### config.mk
export PLATFORM = sky130hd
export DESIGN_NAME = pipe_hazard_ctrl
export DESIGN_NICKNAME = d
export VERILOG_FILES = /design/src/rtl/pipe_hazard_ctrl.sv
export SDC_FILE = /design/constraint.sdc
export NUM_CORES = 1
export LEC_CHECK = 0
export CORE_ASPECT_RATIO = 1.4
export CORE_MARGIN = 10
export CORE_UTILIZATION = 30
export DETAILED_ROUTE_END_ITERATION = 10
export PLACE_DENSITY_LB_ADDON = 0.12
export SYNTH_ARGS = -nofsm -noshare
export SYNTH_HDL_FRONTEND = slang
export SYNTH_SLANG_ARGS = --single-unit
### constraint.sdc
create_clock -name clk -period 2.6 [get_ports clk]
set_input_delay 0.39 -clock clk [delete_from_list [all_inputs] [get_ports clk]]
set_output_delay 0.39 -clock clk [all_outputs]
set_load 0.005 [all_outputs]
### src/rtl/pipe_hazard_ctrl.sv
// Hazard/sequencing controller for the 5-stage pipeline: load-use stalls,
// redirect bubbles, data-memory freezes, fetch bubbles and stall/flush statistics.

module pipe_hazard_ctrl_chk (
  input logic clk,
  input logic rst,
  input logic in_redir,
  input logic redirect
);

  // EX only carries bubbles while redirect bubbles drain, so a redirect there is a bug upstream
  a_no_redirect_in_redir : assert property (@(posedge clk) disable iff (rst) !(in_redir && redirect));

endmodule

module pipe_hazard_ctrl #(
  parameter int REG_W            = 5,
  parameter int CNT_W            = 16,
  parameter int REDIRECT_BUBBLES = 1
) (
  input  logic             clk,
  input  logic             rst,
  input  logic [REG_W-1:0] id_rs,
  input  logic [REG_W-1:0] id_rt,
  input  logic             id_uses_rt,
  input  logic             ex_mem_read,
  input  logic [REG_W-1:0] ex_rt,
  input  logic             redirect,
  input  logic             imem_ready,
  input  logic             dmem_busy,
  input  logic             cnt_clr,
  output logic             pc_load,
  output logic             if_id_load,
  output logic             if_id_flush,
  output logic             id_ex_flush,
  output logic [CNT_W-1:0] stall_cnt,
  output logic [CNT_W-1:0] flush_cnt
);

  typedef enum logic [1:0] {
    ST_RUN   = 2'd0,
    ST_REDIR = 2'd1,
    ST_MWAIT = 2'd2
  } state_t;

  localparam logic [2:0]       BUBBLES_C = 3'(REDIRECT_BUBBLES);
  localparam logic [CNT_W-1:0] CNT_MAX_C = {CNT_W{1'b1}};
  localparam logic [CNT_W-1:0] CNT_ONE_C = {{(CNT_W-1){1'b0}}, 1'b1};
  localparam logic [REG_W-1:0] REG_ZERO_C = {REG_W{1'b0}};

  state_t           state_r;
  state_t           state_nxt_s;
  logic [2:0]       bcnt_r;
  logic [2:0]       bcnt_nxt_s;
  logic [CNT_W-1:0] stall_cnt_r;
  logic [CNT_W-1:0] flush_cnt_r;
  logic             load_use_s;
  logic             pc_load_s;
  logic             if_id_load_s;
  logic             if_id_flush_s;
  logic             id_ex_flush_s;

  assign load_use_s = ex_mem_read && (ex_rt != REG_ZERO_C) &&
                      ((ex_rt == id_rs) || (id_uses_rt && (ex_rt == id_rt)));

  // Next-state and same-cycle control outputs
  always_comb begin
    state_nxt_s   = state_r;
    bcnt_nxt_s    = bcnt_r;
    pc_load_s     = 1'b0;
    if_id_load_s  = 1'b0;
    if_id_flush_s = 1'b0;
    id_ex_flush_s = 1'b0;
    if (rst) begin
      state_nxt_s   = ST_RUN;
      bcnt_nxt_s    = 3'd0;
      if_id_flush_s = 1'b1;
      id_ex_flush_s = 1'b1;
    end else begin
      case (state_r)
        // MWAIT re-evaluates the RUN rules on the cycle dmem_busy drops
        ST_RUN, ST_MWAIT: begin
          if (dmem_busy) begin
            state_nxt_s = ST_MWAIT;
          end else if (redirect) begin
            pc_load_s     = 1'b1;
            if_id_flush_s = 1'b1;
            id_ex_flush_s = 1'b1;
            if (BUBBLES_C != 3'd0) begin
              state_nxt_s = ST_REDIR;
              bcnt_nxt_s  = BUBBLES_C;
            end else begin
              state_nxt_s = ST_RUN;
            end
          end else if (load_use_s) begin
            state_nxt_s   = ST_RUN;
            id_ex_flush_s = 1'b1;
          end else if (!imem_ready) begin
            state_nxt_s   = ST_RUN;
            if_id_flush_s = 1'b1;
          end else begin
            state_nxt_s  = ST_RUN;
            pc_load_s    = 1'b1;
            if_id_load_s = 1'b1;
          end
        end
        ST_REDIR: begin
          if (dmem_busy) begin
            state_nxt_s = ST_REDIR;
          end else begin
            pc_load_s     = imem_ready;
            if_id_flush_s = 1'b1;
            if (imem_ready && (bcnt_r <= 3'd1)) begin
              state_nxt_s = ST_RUN;
              bcnt_nxt_s  = 3'd0;
            end else if (imem_ready) begin
              bcnt_nxt_s = bcnt_r - 3'd1;
            end else begin
              bcnt_nxt_s = bcnt_r;
            end
          end
        end
        default: begin
          state_nxt_s = ST_RUN;
          bcnt_nxt_s  = 3'd0;
        end
      endcase
    end
  end

  // State and bubble counter
  always_ff @(posedge clk or posedge rst) begin
    if (rst) begin
      state_r <= ST_RUN;
      bcnt_r  <= 3'd0;
    end else begin
      state_r <= state_nxt_s;
      bcnt_r  <= bcnt_nxt_s;
    end
  end

  // Saturating statistics; clear beats increment
  always_ff @(posedge clk or posedge rst) begin
    if (rst) begin
      stall_cnt_r <= {CNT_W{1'b0}};
      flush_cnt_r <= {CNT_W{1'b0}};
    end else if (cnt_clr) begin
      stall_cnt_r <= {CNT_W{1'b0}};
      flush_cnt_r <= {CNT_W{1'b0}};
    end else begin
      if (!pc_load_s && (stall_cnt_r != CNT_MAX_C)) begin
        stall_cnt_r <= stall_cnt_r + CNT_ONE_C;
      end
      if (if_id_flush_s && (flush_cnt_r != CNT_MAX_C)) begin
        flush_cnt_r <= flush_cnt_r + CNT_ONE_C;
      end
    end
  end

  assign pc_load     = pc_load_s;
  assign if_id_load  = if_id_load_s;
  assign if_id_flush = if_id_flush_s;
  assign id_ex_flush = id_ex_flush_s;
  assign stall_cnt   = stall_cnt_r;
  assign flush_cnt   = flush_cnt_r;

  pipe_hazard_ctrl_chk u_chk (
    .clk      (clk),
    .rst      (rst),
    .in_redir (state_r == ST_REDIR),
    .redirect (redirect)
  );

endmodule

# == Yosys cells after proc, flatten, opt, wreduce, memory -nomap -nowiden ==
# Cells that the tools add are included.
# op_classes
add_sub_neg,3
order_cmp,1
n_eq_ne,11
mux,40
reduce_logical,14
# ops
op,n
16-bit two-way mux,4
"16-bit by 1-bit adder with 16-bit output, second input constant",2
"16-bit != test, second input constant",2
1-bit two-way mux,22
3-bit two-way mux,6
5-bit equality test,2
"3-bit != test, second input constant",3
2-bit two-way mux,4
"4-bit != test, second input constant",2
1-bit logical AND,6
3-bit case mux with 2 select lines,1
5-bit nonzero test,1
1-bit case mux with 2 select lines,2
2-bit case mux with 2 select lines,1
4-bit AND reduction,1
2-bit nonzero test,2
"3-bit by 1-bit less-or-equal comparator with 1-bit output, second input constant",1
"3-bit by 1-bit subtractor with 3-bit output, second input constant",1
"2-bit by 1-bit equality test with 1-bit output, second input constant",1
"2-bit equality test, second input constant",1
2-bit logical NOT,1
2-bit OR reduction,1
1-bit logical NOT,1
1-bit logical OR,1
# totals
regBits,37
in_bits,23
output_inout_bits,36

# == Longest topological paths before layout ==
# depth
ltp_word,13
depth_mapped,9
depth_no_buf,8

# == Least setup slack after synthesis ==
# Ideal clock, no wire load.
# synth_path
kind,flip-flop to flip-flop
startpoint,reg stall_cnt_r[0] (netlist: stall_cnt[0])
endpoint,reg stall_cnt_r[9] (netlist: stall_cnt[9])
arrival_ns,1.897
required_ns,2.522
path_slack_ns,0.625
path_stages_with_launch,8
n_path_buf,1
period_less_slack_ns,1.975
cell_sequence,dfrtp_1 -> ha_1 -> and2_1 -> clkbuf_1 -> a31oi_4 -> nand3_2 -> or4_1 -> a21oi_1
# synth_between
elab_chain_cells,3
# synth_rtl
element,line,rtl
start: declaration,55,logic [CNT_W-1:0] stall_cnt_r;
start signal: assignment,145,stall_cnt_r <= {CNT_W{1'b0}};
start signal: assignment,148,stall_cnt_r <= {CNT_W{1'b0}};
start signal: assignment,152,stall_cnt_r <= stall_cnt_r + CNT_ONE_C;
16-bit by 1-bit adder with 16-bit output or 16-bit != test (tied branches),"152, 151",
16-bit two-way mux or 1-bit logical AND (tied branches),151,if (!pc_load_s && (stall_cnt_r != CNT_MAX_C)) begin
16-bit two-way mux or 2-bit nonzero test (tied branches),-,
# Parallel ways exist; a longest one is shown, timed or not. The select of a mux whose other input is x is not followed.
# A chain may end at the register's enable or synchronous reset.

# == Worst setup path in the final report ==
# layout_path
startpoint,in ex_rt[1]
endpoint,out if_id_load
# layout_between
elab_chain_cells,9
# layout_rtl
element,line,rtl
start: declaration,27,"input logic [REG_W-1:0] ex_rt,"
5-bit equality test,64,((ex_rt == id_rs) || (id_uses_rt && (ex_rt == id_rt)));
1-bit logical AND,64,
1-bit logical OR,64,
1-bit logical AND (*),63,assign load_use_s = ex_mem_read && (ex_rt != REG_ZERO_C) &&
1-bit two-way mux (*),95,end else if (load_use_s) begin
1-bit two-way mux (*),85,end else if (redirect) begin
1-bit two-way mux (*),83,if (dmem_busy) begin
1-bit two-way mux (*),80,case (state_r)
1-bit two-way mux (*),74,if (rst) begin
end: declaration,33,"output logic if_id_load,"
# Every way passes the cells marked *; elsewhere a longest branch is shown, timed or not.

==> results.ini <==
[global_route]
grt_util_met3_pct = 4.27
grt_max_degree = 38
met2_usage_pct = 20.4
gr-max-usage-layer = met2
antenna_found_initial = 0
grt_pass1_wl_um = 11100
grt_pass1_vias = 2234
track_usage_pct = 11.6
grt_overflow = 0
grt_use_met1_pct = 12.8

[logic_synthesis]
yosysTopAreaCell = dfrtp_1
netlist_area_sq_mm = 0.00232
synth.avg_cell_area_sq_um = 8.95
synth_top_family_by_area = simple AND/OR/NAND/NOR gates
synthXorXnorAreaFrac_pct = 4.54
synth-adder-area-share_pct = 2.16
synth_top_cell_area_share_pct = 40.0
seq_area_frac_synth_pct = 40.0
synthSimpleGateAreaFrac_pct = 28.0
syn-num-nets = 286
synth_seq_cells = 37
synth-warning-count = 0
synth_area_leaders = dfrtp_1 (40%), a21oi_1 (6.7%), xnor2_1 (4.2%)
synth-compound-area-share_pct = 19.3
synth_mux_area_share_pct = 2.38
synth_cells = 259
synth_cell_types = 39

[clock_tree]
clockBufferDepth = 2
cts_max_level = 2
cts_root_buf = clkbuf_8
clock_latency_ns = 0.30
cts_buffers = 5
tritoncts = yes
clkTransAtPathRegs_ns = 0.07
clkSinkCount = 37

[power_and_ir_drop]
vdd_drop_max_v = 0.000272
p_total_mw = 1.45
power_density_mw_per_mm2 = 433
leakagePower_nw = 1.29

[floorplanning]
die_y_um = 124
die-area_sq_mm = 0.0117
ios = 59
core-area_sq_mm = 0.00745
start_util_pct = 31.1
die_x_um = 94.3
placementRows = 37

[worst_setup_path]
required_ns = 2.21
reg2reg_to = stall_cnt[15]
cp_cell_sequence = dlygate4sd2_1 > or4_4 > o21ai_4 > o21ai_2 > nor2_1 > clkdlybuf4s50_1
slowest_stage = or4_4
cpPeakStageDelay_ns = 0.56
critPathArrivalTime_ns = 2.12
r2r_cells = 7
critical_path_class = input port to primary output
rr_startpoint = stall_cnt[0]
cp-startpoint = ex_rt[1]
startpoint_type = input port
endpoint_kind = primary output
rrSetupSlack_ns = 0.36
crit_fanout = 3

[routing]
remaining_drc_errors = 0
vias = 2257
wl_per_cell_um = 15.3
drtPass1Iterations = 4
drt_iter0_drc = 77
ant_nets = 0
via_per_inst = 5.18
drt_wl_total_um = 6680

[finish]
final_common_cell = clkdlybuf4s50_1
layout_common_cells = clkdlybuf4s50_1 (51), dfrtp_1 (37), a21oi_1 (31), buf_4 (24), o21ai_0 (18)
antenna_cells = 0
area_delta_synth_final_pct = 44.3
instances_no_fill = 436
nFillCells = 729
final_nets = 365
drive_above_1_share_pct = 14.5

[timing]
max_freq_ghz = 0.398
slew_headroom_pct = 61.3
min_period_ns = 2.51
slew_viol_final = 0
period_share_pct = 96.7
hold_viol = 0
rsz0062_at_grt = no
holdWs_ns = 0.559
finalSetupViolCount = 0
max_slew.worst_pin.slew_ns = 0.579
fin_worst_skew_ns = 0.00961

[placement]
dp_hpwl_um = 4950
gp_congestion = 0.789
placed_cells = 426
numPortBuffers = 58

[min_path]
hold_path_depth = 2
holdCritStartpoint = bcnt_r[1]
hold_end = bcnt_r[1]
worstHoldPathType = flip-flop to flip-flop

[status]
outcome = complete, no violations

[flow_run]
drv_cap = 0

-- worst max-delay path, delay by kind of cell --
family                 cells  cell delay [ns]
AOI/OAI and AO/OA          2             0.28
buffers and inverters      2             0.81
and+or+nand+nor            2             0.66
-- state kept, by name, summed over array words and instances (netlist names) --
signal     cells
flush_cnt     16
state_r        2
bcnt_r         3
stall_cnt     16
-- cell families after synthesis --
family          count (synthesis)
compound gates                 72
xor+xnor                       12
buf+inv                        19
flops                          37
fa+ha+maj                       4
simple gates                  110
mux                             5
-- synth_stat cells (all sizes together) --
cell type   n
nand2       9
nand3b      2
a211oi      2
o2111ai     1
xnor2      11
dfrtp      37
or3        15
o21ai      21
nand2b      4
or4        12
nor3        1
nand4       8
and4        5
and2        3
or3b        1
nor2b       5
mux2        4
o31ai      11
and3b       1
xor2        1
a22oi       1
o22a        1
ha          4
o211ai      1
inv         6
nor2       17
buf         5
nor3b       4
nand3      17
mux2i       1
a31oi       2
a21oi      31
o21bai      1
clkbuf      8
and3        6
-- area by class of cell --
class                   count  area (sq um)  share of cell area, %
multi-input cells         203          1330                   39.7
flip-flops and latches     37           926                   27.7
repair buffers             85           812                   24.3
well taps                  97           121                   3.63
clock buffers               5          68.8                   2.06
clock inverters             3          65.1                   1.95
inverters                   6          22.5                  0.674
-- how the worst max path moves through the flow --
stage	endpoint	slack [ns]	cells past startpoint
finish	if_id_load	0.09	6
floorplan	stall_cnt[9]	0.63	7
global route	if_id_load	0.002	6
detailed placement	if_id_load	-0.28	6
CTS	if_id_load	0.003	6
global placement	if_id_load	-0.23	6
-- stage by stage --
step	TNS, ns	util (%)	setup slack (ns)	instance area, sq um
floorplan	0	-	0.625	2320
global placement	-1.46	42.7	-0.235	3180
detailed placement	-2.18	42.7	-0.283	3180
CTS	0	44.5	0.00258	3320
global route	0	44.9	0.00234	3340
finish	0	44.9	0.0856	3340
-- where the power goes --
part	switching, mW	leakage, nW	internal, mW
Combinational	0.106	0.711	0.126
Clock	0.227	0.0681	0.382
Sequential	0.0199	0.511	0.588
Total	0.352	1.29	1.10
-- per-layer routing --
metal | wire (um) | up-vias
met5 | 0 | -
met4 | 63 | 0
met3 | 387 | 5
met2 | 3460 | 34
met1 | 2760 | 1085
li1 | - | 1133
-- what timing repair did --
action,4_1_cts,5_1_grt
endpoints found under the setup margin,4,2
gates resized for setup,9,3
hold endpoints to repair,0,0
gates cloned,0,0
hold buffers,0,0
pin swaps,0,1
setup buffers,1,1
Power figures use the tool's default switching activity.
